[src/rtl/timer_ctrl.sv]
// timer_ctrl
//   Sequencing controller for the 64-bit timer counter datapath. Produces the
//   per-cycle increment enable from a power-of-two prescaler, runs the
//   debug-halt handshake, emits the clear pulse on disable and owns the
//   sticky compare-match interrupt status.
//
// Ports
//   sys_clk     in   system clock, rising edge
//   sys_rst_n   in   asynchronous active-low reset
//   timer_en    in   timer enable
//   div_en      in   prescaler enable
//   div_val     in   prescale exponent (ratio 2^div_val, clamped to DIV_MAX)
//   dbg_mode    in   debug mode qualifier for halt
//   halt_req    in   halt request from debug logic
//   cnt         in   current counter value
//   cmp         in   compare value
//   int_en      in   interrupt enable
//   int_st_clr  in   write-1-to-clear pulse for int_st
//   cnt_en      out  counter increment enable
//   cnt_clr     out  one-cycle counter clear pulse
//   halt_ack    out  halt acknowledge (registered)
//   int_st      out  sticky compare-match status
//   tim_int     out  interrupt = int_st & int_en
//
// Halt FSM
//   state   | meaning
//   RUN     | counting allowed (subject to timer_en / prescaler)
//   HALTED  | debug halt acknowledged, counting frozen, div_cnt held

module timer_ctrl #(
    parameter int DIV_W   = 4,
    parameter int DIV_MAX = 8,
    parameter int CNT_W   = 64
) (
    input  logic             sys_clk,
    input  logic             sys_rst_n,
    input  logic             timer_en,
    input  logic             div_en,
    input  logic [DIV_W-1:0] div_val,
    input  logic             dbg_mode,
    input  logic             halt_req,
    input  logic [CNT_W-1:0] cnt,
    input  logic [CNT_W-1:0] cmp,
    input  logic             int_en,
    input  logic             int_st_clr,
    output logic             cnt_en,
    output logic             cnt_clr,
    output logic             halt_ack,
    output logic             int_st,
    output logic             tim_int
);

    typedef enum logic {
        RUN    = 1'b0,
        HALTED = 1'b1
    } halt_state_t;

    halt_state_t      state;
    logic [7:0]       div_cnt;
    logic             timer_en_q;
    logic [DIV_W:0]   div_cfg_q;

    logic [DIV_W-1:0] div_exp;
    logic [7:0]       div_limit;
    logic             bypass;
    logic             active;
    logic             cfg_chg;

    always_comb begin
        div_exp = (div_val > DIV_W'(DIV_MAX)) ? DIV_W'(DIV_MAX) : div_val;
        // 9-bit intermediate so that 2^8 - 1 = 255 still fits the 8-bit counter
        div_limit = 8'((9'd1 << div_exp) - 9'd1);
        bypass    = ~div_en | (div_exp == '0);
        active    = timer_en & ~halt_ack;
        cfg_chg   = ({div_en, div_val} != div_cfg_q);
        // A config change still uses the new limit against the old div_cnt
        cnt_en    = active & (bypass | (div_cnt == div_limit));
        cnt_clr   = timer_en_q & ~timer_en;
        tim_int   = int_st & int_en;
    end

    // Halt handshake: one cycle of latency in each direction
    always_ff @(posedge sys_clk or negedge sys_rst_n) begin
        if (!sys_rst_n) begin
            state    <= RUN;
            halt_ack <= 1'b0;
        end else begin
            case (state)
                RUN: begin
                    if (dbg_mode & halt_req) begin
                        state    <= HALTED;
                        halt_ack <= 1'b1;
                    end
                end
                HALTED: begin
                    if (!(dbg_mode & halt_req)) begin
                        state    <= RUN;
                        halt_ack <= 1'b0;
                    end
                end
                default: begin
                    state    <= RUN;
                    halt_ack <= 1'b0;
                end
            endcase
        end
    end

    // Prescaler; disable wins over halt, halt holds mid-period
    always_ff @(posedge sys_clk or negedge sys_rst_n) begin
        if (!sys_rst_n) begin
            div_cnt    <= 8'd0;
            timer_en_q <= 1'b0;
            div_cfg_q  <= '0;
        end else begin
            timer_en_q <= timer_en;
            div_cfg_q  <= {div_en, div_val};
            if (!timer_en || cfg_chg) begin
                div_cnt <= 8'd0;
            end else if (active) begin
                if (cnt_en) begin
                    div_cnt <= 8'd0;
                end else begin
                    div_cnt <= div_cnt + 8'd1;
                end
            end
        end
    end

    // Sticky compare status; set wins over clear
    always_ff @(posedge sys_clk or negedge sys_rst_n) begin
        if (!sys_rst_n) begin
            int_st <= 1'b0;
        end else if (cnt == cmp) begin
            int_st <= 1'b1;
        end else if (int_st_clr) begin
            int_st <= 1'b0;
        end
    end

endmodule

[config.mk]
export PLATFORM = sky130hd
export DESIGN_NAME = timer_ctrl
export DESIGN_NICKNAME = d
export VERILOG_FILES = /design/src/rtl/timer_ctrl.sv
export SDC_FILE = /design/constraint.sdc
export NUM_CORES = 1
export LEC_CHECK = 0
export ABC_AREA = 1
export CAP_MARGIN = 5
export CORE_ASPECT_RATIO = 0.9
export CORE_UTILIZATION = 34
export CTS_CLUSTER_SIZE = 14
export DETAILED_ROUTE_END_ITERATION = 10
export PLACE_DENSITY_LB_ADDON = 0.3
export SLEW_MARGIN = 20
export SYNTH_ARGS = -nofsm -noshare
export SYNTH_HDL_FRONTEND = slang
export SYNTH_SLANG_ARGS = --single-unit
[constraint.sdc]
create_clock -name sys_clk -period 2.77 [get_ports sys_clk]
set_clock_uncertainty 0.2 [all_clocks]
set_input_delay 0.554 -clock sys_clk [delete_from_list [all_inputs] [get_ports sys_clk]]
set_output_delay 0.554 -clock sys_clk [all_outputs]
set_load 0.05 [all_outputs]
== After elaboration in Yosys (flattened, before gate mapping) ==
Cells that the tools add are included.

* Add/sub/neg operators: 2
* Magnitude comparators: 1
* Equal/unequal tests: 5
* Shift-type cells: 1
* Mux-type cells: 10
* Bitwise gates (word level): 11
* Reduce and logical (&&, ||, !) cells: 6

{| class="wikitable"
|+ Operators with widths
! kind !! number
|-
| $eq 64x64->1 || 1
|-
| $mux 8 || 3
|-
| $add 8x1->8 const B || 1
|-
| $eq 8x8->1 || 1
|-
| $shl 1x4->8 const A || 1
|-
| $sub 8x1->8 const B || 1
|-
| $and 1x1->1 || 5
|-
| $mux 1 || 5
|-
| $ne 5x5->1 || 1
|-
| $gt 4x4->1 const B || 1
|-
| $logic_not 4->1 || 1
|-
| $mux 4 || 1
|-
| $ne 2x2->1 const B || 2
|-
| $not 1->1 || 4
|-
| $reduce_bool 2->1 || 2
|-
| $or 1x1->1 || 2
|-
| $pmux 1 s2 || 1
|-
| $reduce_and 2->1 || 1
|-
| $logic_not 1->1 || 1
|-
| $logic_or 1x1->1 || 1
|}

* Bits in registers: 17
* Input port bits: 140
* Output and inout port bits: 5
* Logic and storage cells: 42

== Depth between registers and ports, before layout ==
* Word-level depth: 10
* Depth in mapped cells: 16
* Gate-level depth less buffers: 16

== Worst setup path after synthesis ==
OpenSTA, ideal clock, no wires.

* Path type: in2out
* Start point: input div_val[0]
* End point: output cnt_en
* Arrival: 2.061 ns
* Data required time: 2.016 ns
* Path slack: -0.045 ns
* Cell stages on the path: 14
* Buffers on the path: 0
* Path through: nor2_1 > nand2_2 > ha_1 > nand2_1 > inv_1 > nor2_1 > nand2_1 > nor2_1 > nand3_1 > nor2_2 > nand2_2 > nand2_2 > nand2_2 > inv_1

* Word-level cells in the longest chain between the ends: 7

{| class="wikitable"
|+ RTL lines
! what !! RTL line !! RTL
|-
| from (decl) || 39 || <nowiki>input logic [DIV_W-1:0] div_val,</nowiki>
|-
| $gt 4x4->1 || 70 || <nowiki>div_exp = (div_val > DIV_W'(DIV_MAX)) ? DIV_W'(DIV_MAX) : div_val;</nowiki>
|-
| $mux 4 * || 70 ||
|-
| $shl 1x4->8 || 72 || <nowiki>div_limit = 8'((9'd1 << div_exp) - 9'd1);</nowiki>
|-
| $sub 8x1->8 || 72 ||
|-
| $eq 8x8->1 || 77 || <nowiki>cnt_en = active & (bypass | (div_cnt == div_limit));</nowiki>
|-
| $or 1x1->1 * || 77 ||
|-
| $and 1x1->1 * || 77 ||
|-
| to (decl) || 46 || <nowiki>output logic cnt_en,</nowiki>
|}

Mark *: on every way between the ends. The rest lies on a longest branch, timed or not.

== Worst setup path in the final report ==
* Start point: input div_val[2]
* End point: output cnt_en

Same word-level chain as after synthesis.

==> results.md <==
- Power Total: 0.8763 mW
- Worst path arrival time: 2.03 ns
- DRT iter0 DRCs: 71
- Largest delay share family, worst path: simple AND/OR/NAND/NOR gates
- Synth unique cells: 20
- Crit path kind: input pin to output port
- Slew Limit Fails: 0
- Initial antenna violation count: 0
- Die Ht: 71.85 um
- Commonest non-fill, non-tap cells in the layout: 137 x clkdlybuf4s50_1, 65 x nand2_1, 61 x xnor2_1
- Syn avg cell area: 6.903 um^2
- Failing checks: negative setup slack
- CTS H-tree depth: 1
- # fillers: 411
- Reg2Reg Depth: 12
- Syn_nets: 409
- FMAX: 358.9 MHz
- CTS tree: yes
- DR DRC count: 0
- Ys Warns: 0
- Die area: 5719 um^2
- Cells after Synth: 267
- Final Wtd Congestion: 0.8572
- Most used cell, CP: nand2_2
- Levels on crit path: 16
- Max incr delay on CP: 0.25 ns
- GRT Total Usage: 22.00%
- Clk pin slew, worst setup/hold paths: 0.07 ns
- Via count: 2307
- Initial core utilization: 35.28%
- Slew @ Worst Pin: 0.7808 ns
- Fin nets: 585
- Post-synthesis sequential area ratio: 23.08%
- Via-to-Cell Ratio: 4.532
- CTS Buffer Depth: 2
- Clock sinks: 17
- Post-route setup slack: -0.01661 ns
- First-pass GRT wire length: 9.811 mm
- Dpl cells: 493
- Core area: 5224 um^2
- Final Cycle Share: 100.6%
- Area added between synthesis and finish: 100.5%
- # setup viols final: 1
- Hold Path Depth: 2
- IO Pins: 145
- RSZ-0062 raised after global routing: true
- Number of global-route vias before repair: 2339
- Worst EP required: 2.02 ns
- Finished Layout Cells: 509
- Drt wl/cell: 12.24 um
- Largest net degree at the start of global routing: 18
- Drt first pass iters: 4
- CP endpoint kind: output port
- Total wire length: 6.231 mm
- Seq cells post-synth: 17
- Startpoint Class: input pin
- Hold Crit Class: register to register
- Die X: 79.61 um
- Root buffer cell: clkbuf_8
- Leakage power: 1.601 nW
- Commonest non-fill, non-tap cell in the layout: clkdlybuf4s50_1
- VDD IR max: 0.0001440 V
- Grt total ovfl: 0
- Final Hold Vio Count: 0
- Status: finished with violations
- Finished Cell Area: 3695 um^2
- CP Max Fanout: 4
- Crit path max-delay cell type: ha_4
- Share of layout cells above drive strength 1: 13.12%
- Synth Cell Area: 1843 um^2
- Clock latency at the later pin of the worst-skew pair: 0.26 ns
- Setup TNS: -0.01661 ns
- Min cycle time layout: 2.787 ns
- Pwr per Cell Area: 237.2 nW/um^2
- Buf+Inv Stages, Crit Path: 4
- Dpl cell area: 3502 um^2
- Max Cap Viol: 0
- Row cnt: 25
- Relative slew slack: 47.78%
- ANT cells: 0
- Total CTS buffers: 3
- PortBufs: 144
- Post-route antenna net violation count: 0
- Detail Placement HPWL: 5.426 mm
- CP Cell Sequence: buf_4 -> nor2_4 -> nand2_2 -> ha_4 -> nand2_2 -> inv_2 -> nor2_1 -> nand2_1 -> nor2_1 -> nand3_1 -> nor2_2 -> nand2_2 -> nand2_2 -> nand2_4 -> clkinvlp_4 -> buf_12
-- per-stage QoR --
stage | setup WS, ns | hold WS [ns] | utilization, %
final | -0.01661 | 0.3045 | 70.73
after global routing | -0.1488 | 0.3394 | 70.73
after CTS | -0.04076 | 0.3096 | 69.72
after detailed placement | -0.5705 | 0.2887 | 67.04
after global placement | -0.4922 | 0.2931 | 67.04
after floorplan | 0.05521 | 0.05841 | -
-- final cells by class --
| class | instances | area (um^2) | share of cell area (%) |
|---|---|---|---|
| inverters | 35 | 135.1 | 3.657 |
| flip-flops and latches | 17 | 425.4 | 11.51 |
| clock buffers | 3 | 41.29 | 1.118 |
| clock inverters | 1 | 5.005 | 0.1355 |
| multi-input cells | 215 | 1329 | 35.96 |
| well taps | 67 | 83.83 | 2.269 |
| repair buffers | 171 | 1675 | 45.34 |
-- worst paths after layout --
path | startpoint | endpoint | slack, ns
worst max-delay path | div_val[2] | cnt_en | -0.02
worst min-delay path | int_st | int_st | 0.30
worst max register to register | div_cnt[2] | div_cnt[1] | 1.00
worst min register to register | int_st | int_st | 0.30
max in group asynchronous | sys_rst_n | div_cnt[0] | 1.33
min in group asynchronous | sys_rst_n | halt_ack | 0.55
-- flip-flops by register name, indices dropped and copies added (netlist names) --
register    count
div_cnt         8
div_cfg_q       5
halt_ack        1
int_st          1
state           1
timer_en_q      1
-- kinds of logic (layout without fill, tap and decap cells) --
logic type / count (synthesis) / after routing / synth area share (%)
XOR/XNOR: 65 / 65 / 30.89
adder cells (fa/ha/maj): 3 / 3 / 1.901
AO/OA/AOI/OAI: 10 / 10 / 3.869
flip-flops: 17 / 17 / 23.08
buffers and inverters: 35 / 210 / 7.129
AND/OR/NAND/NOR: 137 / 137 / 33.13
-- where the power goes --
part | switching (mW) | internal [mW]
registers | 0.00377 | 0.255
clock network | 0.0894 | 0.100
logic | 0.142 | 0.286
-- cells in the mapped netlist --
master	instances	share of area (%)
nand2_1	67	14
a21oi_1	1	0.27
nor2_4	1	0.61
xor2_1	4	1.9
nor3_1	2	0.54
maj3_1	1	0.54
nor2_2	3	1.0
ha_1	2	1.4
o21ai_0	2	0.54
o22ai_1	2	0.68
nand2_2	4	1.4
dfrtp_1	17	23
inv_2	2	0.41
xnor2_1	61	29
nor2_1	30	6.1
nand4_1	19	6.4
inv_1	33	6.7
nand3_1	10	2.7
o2111ai_1	5	2.4
nor3b_2	1	0.68
-- worst reg2reg max path, cell delays in order (launching register included) --
cell,delay [ns]
dfrtp_1,0.46
inv_1,0.08
nand2_1,0.05
nand2_1,0.08
nand3_1,0.08
nand2_1,0.09
nand2_1,0.06
nor2_2,0.11
nand2_2,0.07
buf_4,0.12
buf_4,0.15
nand4_1,0.07
nand2_1,0.06
-- layer usage --
| metal | track usage [%] | wire length (um) | vias up |
|---|---|---|---|
| met5 | 0 | 0 | - |
| met4 | 8.889 | 242 | 0 |
| met3 | 3.822 | 396 | 21 |
| met2 | 43.68 | 3280 | 94 |
| met1 | 22.27 | 2311 | 996 |
| li1 | - | - | 1196 |
-- timing repair --
action                     4_1_cts  5_1_grt
buffers inserted                 8        4
setup endpoints to repair        1        1
pin swaps                        9       11
resized for setup               31        8
hold buffers                     0        0
cloned                           0        0
(Power assumes the default switching activity.)
